**config.mk**
```make
export PLATFORM = sky130hd
export DESIGN_NAME = pll_lock_ctrl
export DESIGN_NICKNAME = d
export VERILOG_FILES = /design/src/rtl/pll_lock_ctrl_pkg.sv /design/src/rtl/pll_lock_ctrl_sync_bit.sv /design/src/rtl/pll_lock_ctrl.sv
export SDC_FILE = /design/constraint.sdc
export NUM_CORES = 1
export LEC_CHECK = 0
export CORE_MARGIN = 1
export CORE_UTILIZATION = 40
export DETAILED_ROUTE_END_ITERATION = 7
export PLACE_DENSITY_LB_ADDON = 0.1
export SKIP_CTS_REPAIR_TIMING = 1
export SYNTH_ARGS = -nofsm -noshare
export SYNTH_HDL_FRONTEND = slang
export SYNTH_SLANG_ARGS = --single-unit
```
**constraint.sdc**
```tcl
create_clock -name clk -period 2.8 [get_ports clk]
set_input_delay 0.42 -clock clk [delete_from_list [all_inputs] [get_ports clk]]
set_output_delay 0.42 -clock clk [all_outputs]
set_load 0.005 [all_outputs]
```
**src/rtl/pll_lock_ctrl_pkg.sv**
```systemverilog
// Shared types and helpers for the PLL lock supervisor.
// Holds the FSM state encoding, the count saturation limit and the counter sizing rule.
package pll_lock_ctrl_pkg;

  typedef enum logic [2:0] {
    PLL_RESET,
    WAIT_LOCK,
    FILTER,
    HOLD,
    RUN
  } state_t;

  localparam logic [7:0] COUNT_MAX = 8'd255;

  // Width that holds the largest count parameter, plus one spare bit.
  function automatic int cnt_width(input int a, input int b, input int c, input int d);
    int m;
    m = a;
    if (b > m) m = b;
    if (c > m) m = c;
    if (d > m) m = d;
    return $clog2(m) + 1;
  endfunction

endpackage

```
**src/rtl/pll_lock_ctrl_sync_bit.sv**
```systemverilog
// Single-bit multi-flop synchronizer with synchronous reset to 0.
// Used for PLL LOCK and other asynchronous status inputs.
module sync_bit #(
  parameter int SYNC_STAGES = 2
) (
  input  logic i_clk,
  input  logic i_rst,
  input  logic i_d,
  output logic o_q
);

  logic [SYNC_STAGES-1:0] r_chain;

  always_ff @(posedge i_clk) begin
    if (i_rst) r_chain <= '0;
    else       r_chain <= {r_chain[SYNC_STAGES-2:0], i_d};
  end

  assign o_q = r_chain[SYNC_STAGES-1];

endmodule

```
**src/rtl/pll_lock_ctrl.sv**
```systemverilog
// PLL lock supervisor: pulses PLL reset, filters LOCK, and sequences the
// downstream system reset with timeout-driven retries.
module pll_lock_ctrl
  import pll_lock_ctrl_pkg::*;
#(
  parameter int SYNC_STAGES    = 2,
  parameter int LOCK_FILTER    = 256,
  parameter int RELEASE_DELAY  = 1024,
  parameter int LOCK_TIMEOUT   = 1048576,
  parameter int PLL_RST_CYCLES = 16
) (
  input  logic       clk,
  input  logic       rst,
  input  logic       locked_async,
  input  logic       force_relock,
  output logic       pll_rst,
  output logic       sys_rst,
  output logic       ready,
  output logic [7:0] retry_count,
  output logic [7:0] lock_loss_count
);

  localparam int CW = cnt_width(LOCK_FILTER, RELEASE_DELAY, LOCK_TIMEOUT, PLL_RST_CYCLES);
  localparam logic [CW-1:0] PR_LAST = CW'(PLL_RST_CYCLES - 1);
  localparam logic [CW-1:0] LF_LAST = CW'(LOCK_FILTER - 1);
  localparam logic [CW-1:0] RD_LAST = CW'(RELEASE_DELAY - 1);
  localparam logic [CW-1:0] TO_LAST = CW'(LOCK_TIMEOUT - 1);

  function automatic logic [7:0] sat_inc(input logic [7:0] v);
    return (v == COUNT_MAX) ? v : v + 8'd1;
  endfunction

  state_t        r_state, w_state_nxt;
  logic [CW-1:0] r_cnt, w_cnt_nxt;
  logic [CW-1:0] r_tcnt, w_tcnt_nxt;
  logic [7:0]    r_retry_count, r_loss_count;
  logic          w_locked_s, w_lock_lost, w_timeout, w_retry_inc, w_loss_inc;

  sync_bit #(.SYNC_STAGES(SYNC_STAGES)) u_sync (
    .i_clk (clk),
    .i_rst (rst),
    .i_d   (locked_async),
    .o_q   (w_locked_s)
  );

  assign w_lock_lost = ((r_state == HOLD) || (r_state == RUN)) && !w_locked_s;
  assign w_timeout   = ((r_state == WAIT_LOCK) || (r_state == FILTER)) && (r_tcnt == TO_LAST);

  always_comb begin
    w_state_nxt = r_state;
    w_cnt_nxt   = r_cnt;
    w_tcnt_nxt  = r_tcnt;
    w_retry_inc = 1'b0;
    w_loss_inc  = 1'b0;
    if (force_relock) begin
      w_state_nxt = PLL_RESET;
      w_cnt_nxt   = '0;
      w_loss_inc  = w_lock_lost;
    end else begin
      case (r_state)
        PLL_RESET: begin
          if (r_cnt == PR_LAST) begin
            w_state_nxt = WAIT_LOCK;
            w_cnt_nxt   = '0;
            w_tcnt_nxt  = '0;
          end else begin
            w_cnt_nxt = r_cnt + CW'(1);
          end
        end
        WAIT_LOCK: begin
          w_tcnt_nxt = r_tcnt + CW'(1);
          if (w_timeout) begin
            w_state_nxt = PLL_RESET;
            w_cnt_nxt   = '0;
            w_retry_inc = 1'b1;
          end else if (w_locked_s) begin
            w_state_nxt = FILTER;
            w_cnt_nxt   = '0;
          end
        end
        FILTER: begin
          w_tcnt_nxt = r_tcnt + CW'(1);
          if (w_locked_s && (r_cnt == LF_LAST)) begin
            w_state_nxt = HOLD;
            w_cnt_nxt   = '0;
          end else if (w_timeout) begin
            w_state_nxt = PLL_RESET;
            w_cnt_nxt   = '0;
            w_retry_inc = 1'b1;
          end else if (!w_locked_s) begin
            w_state_nxt = WAIT_LOCK;
          end else begin
            w_cnt_nxt = r_cnt + CW'(1);
          end
        end
        // A drop on the final HOLD cycle still aborts, so release is never early.
        HOLD: begin
          if (w_lock_lost) begin
            w_state_nxt = WAIT_LOCK;
            w_tcnt_nxt  = '0;
            w_loss_inc  = 1'b1;
          end else if (r_cnt == RD_LAST) begin
            w_state_nxt = RUN;
            w_cnt_nxt   = '0;
          end else begin
            w_cnt_nxt = r_cnt + CW'(1);
          end
        end
        RUN: begin
          if (w_lock_lost) begin
            w_state_nxt = WAIT_LOCK;
            w_tcnt_nxt  = '0;
            w_loss_inc  = 1'b1;
          end
        end
        default: begin
          w_state_nxt = PLL_RESET;
          w_cnt_nxt   = '0;
        end
      endcase
    end
  end

  always_ff @(posedge clk) begin
    if (rst) begin
      r_state       <= PLL_RESET;
      r_cnt         <= '0;
      r_tcnt        <= '0;
      r_retry_count <= '0;
      r_loss_count  <= '0;
    end else begin
      r_state <= w_state_nxt;
      r_cnt   <= w_cnt_nxt;
      r_tcnt  <= w_tcnt_nxt;
      if (w_retry_inc) r_retry_count <= sat_inc(r_retry_count);
      if (w_loss_inc)  r_loss_count  <= sat_inc(r_loss_count);
    end
  end

  assign pll_rst         = (r_state == PLL_RESET);
  assign sys_rst         = (r_state != RUN);
  assign ready           = (r_state == RUN);
  assign retry_count     = r_retry_count;
  assign lock_loss_count = r_loss_count;

endmodule

```
; ---- Yosys cells after proc, flatten, opt, wreduce, memory -nomap -nowiden
; Cells that the tools add are included.
[op_classes]
order_cmp = 0
mul = 0
shifts = 0
muxes = 29
n_addsub = 4
n_bitwise = 4
eq_ne = 19
n_reduce_logical = 16
div_mod_pow = 0
[ops]
columns = cell, n
row1 = $mux W21, 10
row2 = $pmux W21 S5, 1
row3 = $pmux W21 S3, 1
row4 = $add A21 B1 Y21 const B, 2
row5 = $mux W3, 9
row6 = $eq A21 B10 Y1 const B, 1
row7 = $eq A21 B20 Y1 const B, 1
row8 = $eq A21 B4 Y1 const B, 1
row9 = $eq A21 B8 Y1 const B, 1
row10 = $add A8 B1 Y8 const B, 2
row11 = $eq A8 B8 Y1 const B, 2
row12 = $pmux W3 S5, 1
row13 = $reduce_and A4 Y1, 2
row14 = $eq A3 B2 Y1 const B, 2
row15 = $mux W1, 6
row16 = $ne A2 B1 Y1 const B, 3
row17 = $ne A3 B2 Y1 const B, 2
row18 = $reduce_or A2 Y1, 3
row19 = $reduce_and A5 Y1, 1
row20 = $ne A4 B2 Y1 const B, 1
row21 = $ne A4 B4 Y1 const B, 1
row22 = $not A1 Y1, 4
row23 = $reduce_and A2 Y1, 2
row24 = $eq A3 B1 Y1 const B, 1
row25 = 9 further kinds, 12
[totals]
romBits = 0
latch_bits = 0
memories = 0
inputBits = 4
ramBits = 0
regBits = 63

; ---- Depth between registers and ports, before layout
; Gate-level depths: netlist (run 1).
[depth]
word_depth = 8
depth_mapped = 10

; ---- By module
; From an unflattened synthesis (run 1), not the netlist that was laid out.
[unflattened]
hier_cells = 396
hier_area_um2 = 3338.2
[by_module_without_submodules]
columns = mod, seq_area_each_um2, cells_each, instances, area_each_um2
row1 = pll_lock_ctrl, 1221.2, 392, 1, 3285.7
row2 = sync_bit, 40.0, 4, 1, 52.6

; ---- Worst setup path after synthesis (run 1)
; No wires, ideal clock.
[synth_path]
path_type = reg2reg
start = reg r_cnt[0]
end = reg r_retry_count[7] (netlist: retry_count[7])
period_less_slack_ns = 2.249
required_time_ns = 2.730
arrival_time_ns = 2.179
path_slack_ns = 0.551
stages_incl_launch_ff = 9
cell_sequence = dfxtp_1 > ha_1 > and3_4 > buf_6 > and2_4 > a31o_4 > a211oi_4 > or4b_1 > a21oi_1
[synth_between]
elab_chain_len = 6
[synth_rtl]
columns = element, line
row1 = from (decl), pll_lock_ctrl.sv:34  ; logic [CW-1:0] r_cnt, w_cnt_nxt;
row2 = from (signal assigned), pll_lock_ctrl.sv:133  ; r_cnt <= w_cnt_nxt;
row3 = $eq A21 B8 Y1, pll_lock_ctrl.sv:83  ; if (w_locked_s && (r_cnt == LF_LAST)) begin
row4 = $logic_and A1 B1 Y1, pll_lock_ctrl.sv:83
row5 = $mux W1, pll_lock_ctrl.sv:83
row6 = $pmux W1 S2, pll_lock_ctrl.sv:60  ; case (r_state)
row7 = $mux W1, pll_lock_ctrl.sv:55  ; if (force_relock) begin
row8 = $reduce_and A2 Y1 (no source line), --
row9 = to (signal assigned), pll_lock_ctrl.sv:135  ; if (w_retry_inc) r_retry_count <= sat_inc(r_retry_count);
row10 = to (decl), pll_lock_ctrl.sv:36  ; logic [7:0] r_retry_count, r_loss_count;
; Every way passes these cells.
; A chain may end at the register's enable or synchronous reset.

; ---- Worst setup path after layout (run 1)
[layout_path]
start = reg r_state[1]
end = reg r_cnt[13]
[layout_between]
elab_chain_len = 6
elab_cells_between_ends = 18
cone_classes = eq/ne (7) / mux (4) / bitwise (1) / reduce/logical (6)
[layout_rtl]
columns = element, line
row1 = from (decl), pll_lock_ctrl.sv:33  ; state_t r_state, w_state_nxt;
row2 = from (signal assigned), pll_lock_ctrl.sv:132  ; r_state <= w_state_nxt;
row3 = $eq A3 B1 Y1 / $eq A3 B2 Y1 (equally long branches), "pll_lock_ctrl.sv:47, pll_lock_ctrl.sv:60"
row4 = $logic_or A1 B1 Y1, pll_lock_ctrl.sv:47  ; assign w_timeout = ((r_state == WAIT_LOCK) || (r_state == FILTER)) && (r_tcnt == TO_LAST);
row5 = $logic_and A1 B1 Y1, pll_lock_ctrl.sv:47
row6 = $mux W21, pll_lock_ctrl.sv:86  ; end else if (w_timeout) begin
row7 = $mux W21, pll_lock_ctrl.sv:83
row8 = $pmux W21 S5, pll_lock_ctrl.sv:60
; Parallel ways exist; a longest one is shown, timed or not.

==> results of run 1 <==
cell families after synthesis:
group	after synthesis
AO/OA/AOI/OAI	86
flip-flops	63
multiplexers	7
buffers and inverters	29
XOR/XNOR	24
AND/OR/NAND/NOR	198
adder cells (fa/ha/maj)	4
critical path, delay by kind of cell, from the launching register on:
family / cells / cell delay [ns]
AO/OA/AOI/OAI: 3 / 0.53
buffers and inverters: 1 / 0.19
flip-flops: 1 / 0.65
AND/OR/NAND/NOR: 3 / 0.96
synth_stat cells, drive strengths merged (2+ instances only):
| cell | number |
|---|---|
| nand3b | 6 |
| and4 | 5 |
| nand4 | 23 |
| nand2b | 4 |
| xor2 | 20 |
| o21ai | 14 |
| or3 | 7 |
| o22ai | 2 |
| xnor2 | 4 |
| nor3 | 8 |
| a211oi | 3 |
| nand2 | 31 |
| mux2i | 6 |
| nand3 | 30 |
| a21bo | 2 |
| buf | 10 |
| ha | 4 |
| a21oi | 13 |
| inv | 7 |
| a31oi | 2 |
| o21a | 5 |
| dfxtp | 63 |
| o31ai | 11 |
| nor2 | 40 |
| nor2b | 6 |
| and3 | 11 |
| clkbuf | 12 |
| o211ai | 3 |
| a32oi | 15 |
| o311ai | 2 |
| and2 | 14 |
| nor4 | 8 |
final timing paths:
| check | slack [ns] | cells past startpoint | end | startpoint |
|---|---|---|---|---|
| max | 0.36 | 7 | r_cnt[13] | r_state[1] |
| min | 0.44 | 1 | u_sync.r_chain[1] | u_sync.r_chain[0] |
| max reg2reg | 0.36 | 7 | r_cnt[13] | r_state[1] |
| min reg2reg | 0.44 | 1 | u_sync.r_chain[1] | u_sync.r_chain[0] |
routing by layer:
| metal | global-route usage | vias up |
|---|---|---|
| met2 | 0.264 | 37 |
| met5 | 0 | - |
| li1 | - | 1591 |
| met1 | 0.245 | 1448 |
| met4 | 0.0672 | 0 |
| met3 | 0.0427 | 6 |
cell type report:
cell class                      count  area share
Inverter                            7     0.00652
Timing Repair Buffer               35      0.0788
Multi-Input combinational cell    319       0.525
Tap cell                          105      0.0326
Sequential cell                    63       0.313
Clock inverter                      4      0.0118
Clock buffer                       11      0.0326
flip-flops by register name, summed over array words and instances (netlist names):
signal	flops
r_state	3
r_cnt	21
u_sync.r_chain	2
r_tcnt	21
retry_count	8
lock_loss_count	8
stage by stage:
stage          hold WS (ns)   util  setup WS (ns)  area (sq um)  std cells
2_1_floorplan         0.414      -          0.551          3520        411
3_3_place_gp          0.420  0.462          0.397          3850        529
3_5_place_dp          0.432  0.462          0.367          3850        529
4_1_cts               0.446  0.483          0.340          4030        544
5_1_grt               0.476  0.483          0.174          4030        544
6_report              0.445  0.483          0.365          4030        544
power by group:
| group | switching, mW | total, mW | internal [mW] |
|---|---|---|---|
| sequential | 0.00404 | 0.903 | 0.899 |
| clock | 0.336 | 0.740 | 0.404 |
| combinational | 0.0302 | 0.0461 | 0.0159 |
==> results.sh, run 1 <==
export IMPL_cts_made_buffers=9
export IMPL_cts_htree_levels=3
export IMPL_min_period_over_period=0.870
export IMPL_die_area_sq_um=9170
export IMPL_std_cell_rows=33
export IMPL_maxSlewViolCount=0
export IMPL_die_x_microns=95.8
export IMPL_wirelength_mm=7.78
export IMPL_multi_input_area_sq_um=2120
export IMPL_final_nets=443
export IMPL_drt_iter0_drc=155
export IMPL_synth_top_family_by_area="simple AND/OR/NAND/NOR gates"
export IMPL_synthAdderAreaFrac=0.0142
export IMPL_cts_sinks=63
export IMPL_syn_area_sq_um=3520
export IMPL_n_antenna_cell=0
export IMPL_insertion_delay_ns=0.33
export IMPL_initial_utilization=0.422
export IMPL_wl_met1_mm=4.01
export IMPL_async_flop_share=0
export IMPL_drt_pass1_iter_count=4
export IMPL_min_path_type="flop to flop"
export IMPL_antenna_found_initial=0
export IMPL_setup_viol=0
export IMPL_synth_edff_count=0
export IMPL_top_layer="met4"
export IMPL_viasPerCell=5.67
export IMPL_powerDensity_nw_per_um2=419
export IMPL_dp_hpwl_mm=5.31
export IMPL_required_ns=3.03
export IMPL_ys_ff_latch=63
export IMPL_yosys_area_top_type="dfxtp_1"
export IMPL_grt_pass1_wl_mm=12.7
export IMPL_cts_tree="done"
export IMPL_synth_compound_area_frac=0.193
export IMPL_endpoint_kind="flop"
export IMPL_yosys_warnings=0
export IMPL_fin_crit_ns=2.44
export IMPL_wl_per_cell_microns=14.3
export IMPL_path_clk_slew_ns=0.07
export IMPL_outcome="finished, final reports clean"
export IMPL_max_stage_delay_ns=0.65
export IMPL_rsz0062_at_grt="no"
export IMPL_synth_xor_area_share=0.0598
export IMPL_worstPathArrival_ns=2.66
export IMPL_root_buffer="clkbuf_8"
export IMPL_grt_total_usage=0.177
export IMPL_skew_ns=0.00731
export IMPL_slew_headroom=0.552
export IMPL_clk_path_buf_depth=2
export IMPL_area_growth_pct=14.7
export IMPL_synthSimpleGateAreaFrac=0.312
export IMPL_worst_path_max_fanout=14
export IMPL_wl_met3_microns=217
export IMPL_path_class="flop to flop"
export IMPL_finalWeightedCongestion=0.774
export IMPL_core_sq_um=8340
export IMPL_worst_slew_pin_slew_ns=0.662
export IMPL_syn_num_nets=419
export IMPL_drtAntennaViolNets=0
export IMPL_port_buffers=22
export IMPL_drive_gt1_frac=0.112
export IMPL_seq_area_frac_synth=0.359
export IMPL_p_leak_nw=1.34
export IMPL_layout_commonest_cell="dfxtp_1"
export IMPL_syn_inst=411
export IMPL_grt_max_degree=25
export IMPL_fillers=806
export IMPL_tns_ns=0
export IMPL_synthMuxAreaShare=0.0203
export IMPL_drv_cap=0
export IMPL_drc=0
export IMPL_slowest_stage="dfxtp_1"
export IMPL_ys_top_cells_by_area="dfxtp_1 36%, xor2_1 5.0%, nand3_1 4.3%, nor2_1 4.3%, nand4_1 3.9%"
export IMPL_grt_overflow=0
export IMPL_chipHeight_microns=95.8
export IMPL_p_total_mw=1.69
export IMPL_crit_chain="nand2b_4 -> a211oi_4 -> and3_1 -> nor4_1 -> o21ai_2 -> buf_4 -> o41ai_1"
export IMPL_hold_viol=0
export IMPL_synthFlopType="dfxtp_1"
export IMPL_layout_common_cells="63 x dfxtp_1, 39 x nor2_1, 31 x nand2_1"
export IMPL_fmax_mhz=411
export IMPL_max_vdd_ir_drop_mv=0.273
export IMPL_seqCellArea_sq_um=1260
export IMPL_dr_total_vias=3082
export IMPL_pin_count=23
export IMPL_wl_met2_mm=3.45
export IMPL_syn_area_per_cell_sq_um=8.55
export IMPL_startpoint_type="flop"
export IMPL_ys_types=67
export IMPL_synth_top_area_share=0.359
export IMPL_grt_pass1_vias=2671
(Power assumes the default switching activity.)
==> run 2: changes to the inputs <==
==> constraint.sdc (replaced) <==
create_clock -name clk -period 2.8 [get_ports clk]
set_input_delay 0.56 -clock clk [delete_from_list [all_inputs] [get_ports clk]]
set_output_delay 0.56 -clock clk [all_outputs]
set_load 0.005 [all_outputs]
==> results.sh, run 2 (synthesis results as in run 1) <==
export IMPL_startpoint_type="flop"
export IMPL_cts_made_buffers=9
export IMPL_skew_ns=0.00959
export IMPL_hold_viol=0
export IMPL_grt_total_usage=0.189
export IMPL_final_util=0.496
export IMPL_die_area_sq_um=9170
export IMPL_outcome="finished, final reports clean"
export IMPL_slowest_stage="clkdlybuf4s50_1"
export IMPL_worst_path_max_fanout=9
export IMPL_rsz0062_at_grt="no"
export IMPL_antenna_found_initial=0
export IMPL_chipHeight_microns=95.8
export IMPL_fin_crit_ns=2.58
export IMPL_wl_met1_mm=3.84
export IMPL_path_clk_slew_ns=0.07
export IMPL_layout_common_cells="63 x dfxtp_1, 39 x nor2_1, 31 x nand2_1"
export IMPL_clk_path_buf_depth=2
export IMPL_final_nets=447
export IMPL_port_buffers=22
export IMPL_fillers=820
export IMPL_top_layer="met4"
export IMPL_worstPathArrival_ns=2.02
export IMPL_pin_count=23
export IMPL_worst_slew_pin_slew_ns=0.497
export IMPL_cts_tree="done"
export IMPL_p_leak_nw=1.40
export IMPL_drive_gt1_frac=0.126
export IMPL_area_growth_pct=17.7
export IMPL_drc=0
export IMPL_viasPerCell=5.67
export IMPL_grt_max_degree=23
export IMPL_slew_headroom=0.660
export IMPL_drt_pass1_iter_count=6
export IMPL_tns_ns=0
export IMPL_std_cell_rows=33
export IMPL_wl_met3_microns=278
export IMPL_die_x_microns=95.8
export IMPL_grt_pass1_vias=2864
export IMPL_max_stage_delay_ns=0.52
export IMPL_wl_per_cell_microns=14.2
export IMPL_drv_cap=0
export IMPL_max_vdd_ir_drop_mv=0.319
export IMPL_powerDensity_nw_per_um2=473
export IMPL_drt_iter0_drc=158
export IMPL_layout_commonest_cell="dfxtp_1"
export IMPL_insertion_delay_ns=0.35
export IMPL_maxSlewViolCount=0
export IMPL_initial_utilization=0.422
export IMPL_root_buffer="clkbuf_8"
export IMPL_setup_viol=0
export IMPL_required_ns=2.24
export IMPL_endpoint_kind="output port"
export IMPL_dp_hpwl_mm=5.51
export IMPL_cts_sinks=63
export IMPL_grt_pass1_wl_mm=13.5
export IMPL_grt_overflow=0
export IMPL_core_sq_um=8340
export IMPL_dr_total_vias=3113
export IMPL_min_path_type="flop to flop"
export IMPL_reg_top3="r_cnt: 21 flops, r_tcnt: 21 flops"
export IMPL_wl_met2_mm=3.55
export IMPL_path_class="flop to output port"
export IMPL_cts_htree_levels=3
export IMPL_fmax_mhz=387
export IMPL_crit_chain="buf_4 -> or3b_1 -> inv_1 -> clkdlybuf4s50_1"
export IMPL_min_period_over_period=0.922
export IMPL_drtAntennaViolNets=0
export IMPL_n_antenna_cell=0
export IMPL_wirelength_mm=7.80
export IMPL_finalWeightedCongestion=0.827
-- run 2: changes by cell type in the layout (fill, tap and decap cells not counted), sizes merged --
cell      delta
buf          +4
bufinv       +2
clkinvlp     -1
-- run 2: stage by stage --
| step | hold WS [ns] | cells | total power [mW] | setup slack (ns) | cell area (sq um) |
|---|---|---|---|---|---|
| after floorplan | 0.414 | 411 | 0.950 | 0.551 | 3520 |
| after global placement | 0.417 | 533 | 0.972 | 0.333 | 3880 |
| after detailed placement | 0.425 | 533 | 0.971 | 0.292 | 3880 |
| after CTS | 0.446 | 549 | 1.99 | 0.186 | 4140 |
| after global routing | 0.477 | 549 | 2.03 | 0.0952 | 4140 |
| final | 0.442 | 549 | 1.96 | 0.219 | 4140 |
-- run 2: power breakdown --
| part | internal (mW) | leakage [nW] | switching (mW) |
|---|---|---|---|
| Clock | 0.640 | 0.130 | 0.367 |
| Combinational | 0.0177 | 0.765 | 0.0311 |
| Sequential | 0.898 | 0.508 | 0.00408 |
-- run 2: path summary, 6_finish.rpt --
check,slack (ns),depth (start not counted),endpoint,from
setup / recovery,0.22,4,ready,r_state[1]
hold / removal,0.44,1,u_sync.r_chain[1],u_sync.r_chain[0]
setup reg to reg,0.38,8,r_cnt[19],r_tcnt[0]
hold reg to reg,0.44,1,u_sync.r_chain[1],u_sync.r_chain[0]
-- run 2: cell type report --
cell class	instances	area, sq um	area share
inverters	7	26.3	0.00635
well taps	105	131	0.0317
clock buffers	11	151	0.0366
multi-input cells	319	2120	0.511
clock inverters	5	104	0.0251
flip-flops and latches	63	1260	0.305
repair buffers	39	348	0.0840
-- run 2: worst max-delay path: cells and delay by family (launching register included) --
family | cells | cell delay [ns]
buffers and inverters | 3 | 0.85
DFF | 1 | 0.38
and+or+nand+nor | 1 | 0.45
-- run 2: per-layer routing --
layer,GRT usage,vias to the layer above
met4,0.0709,0
met5,0,-
met2,0.293,46
met3,0.0513,13
li1,-,1591
met1,0.249,1463
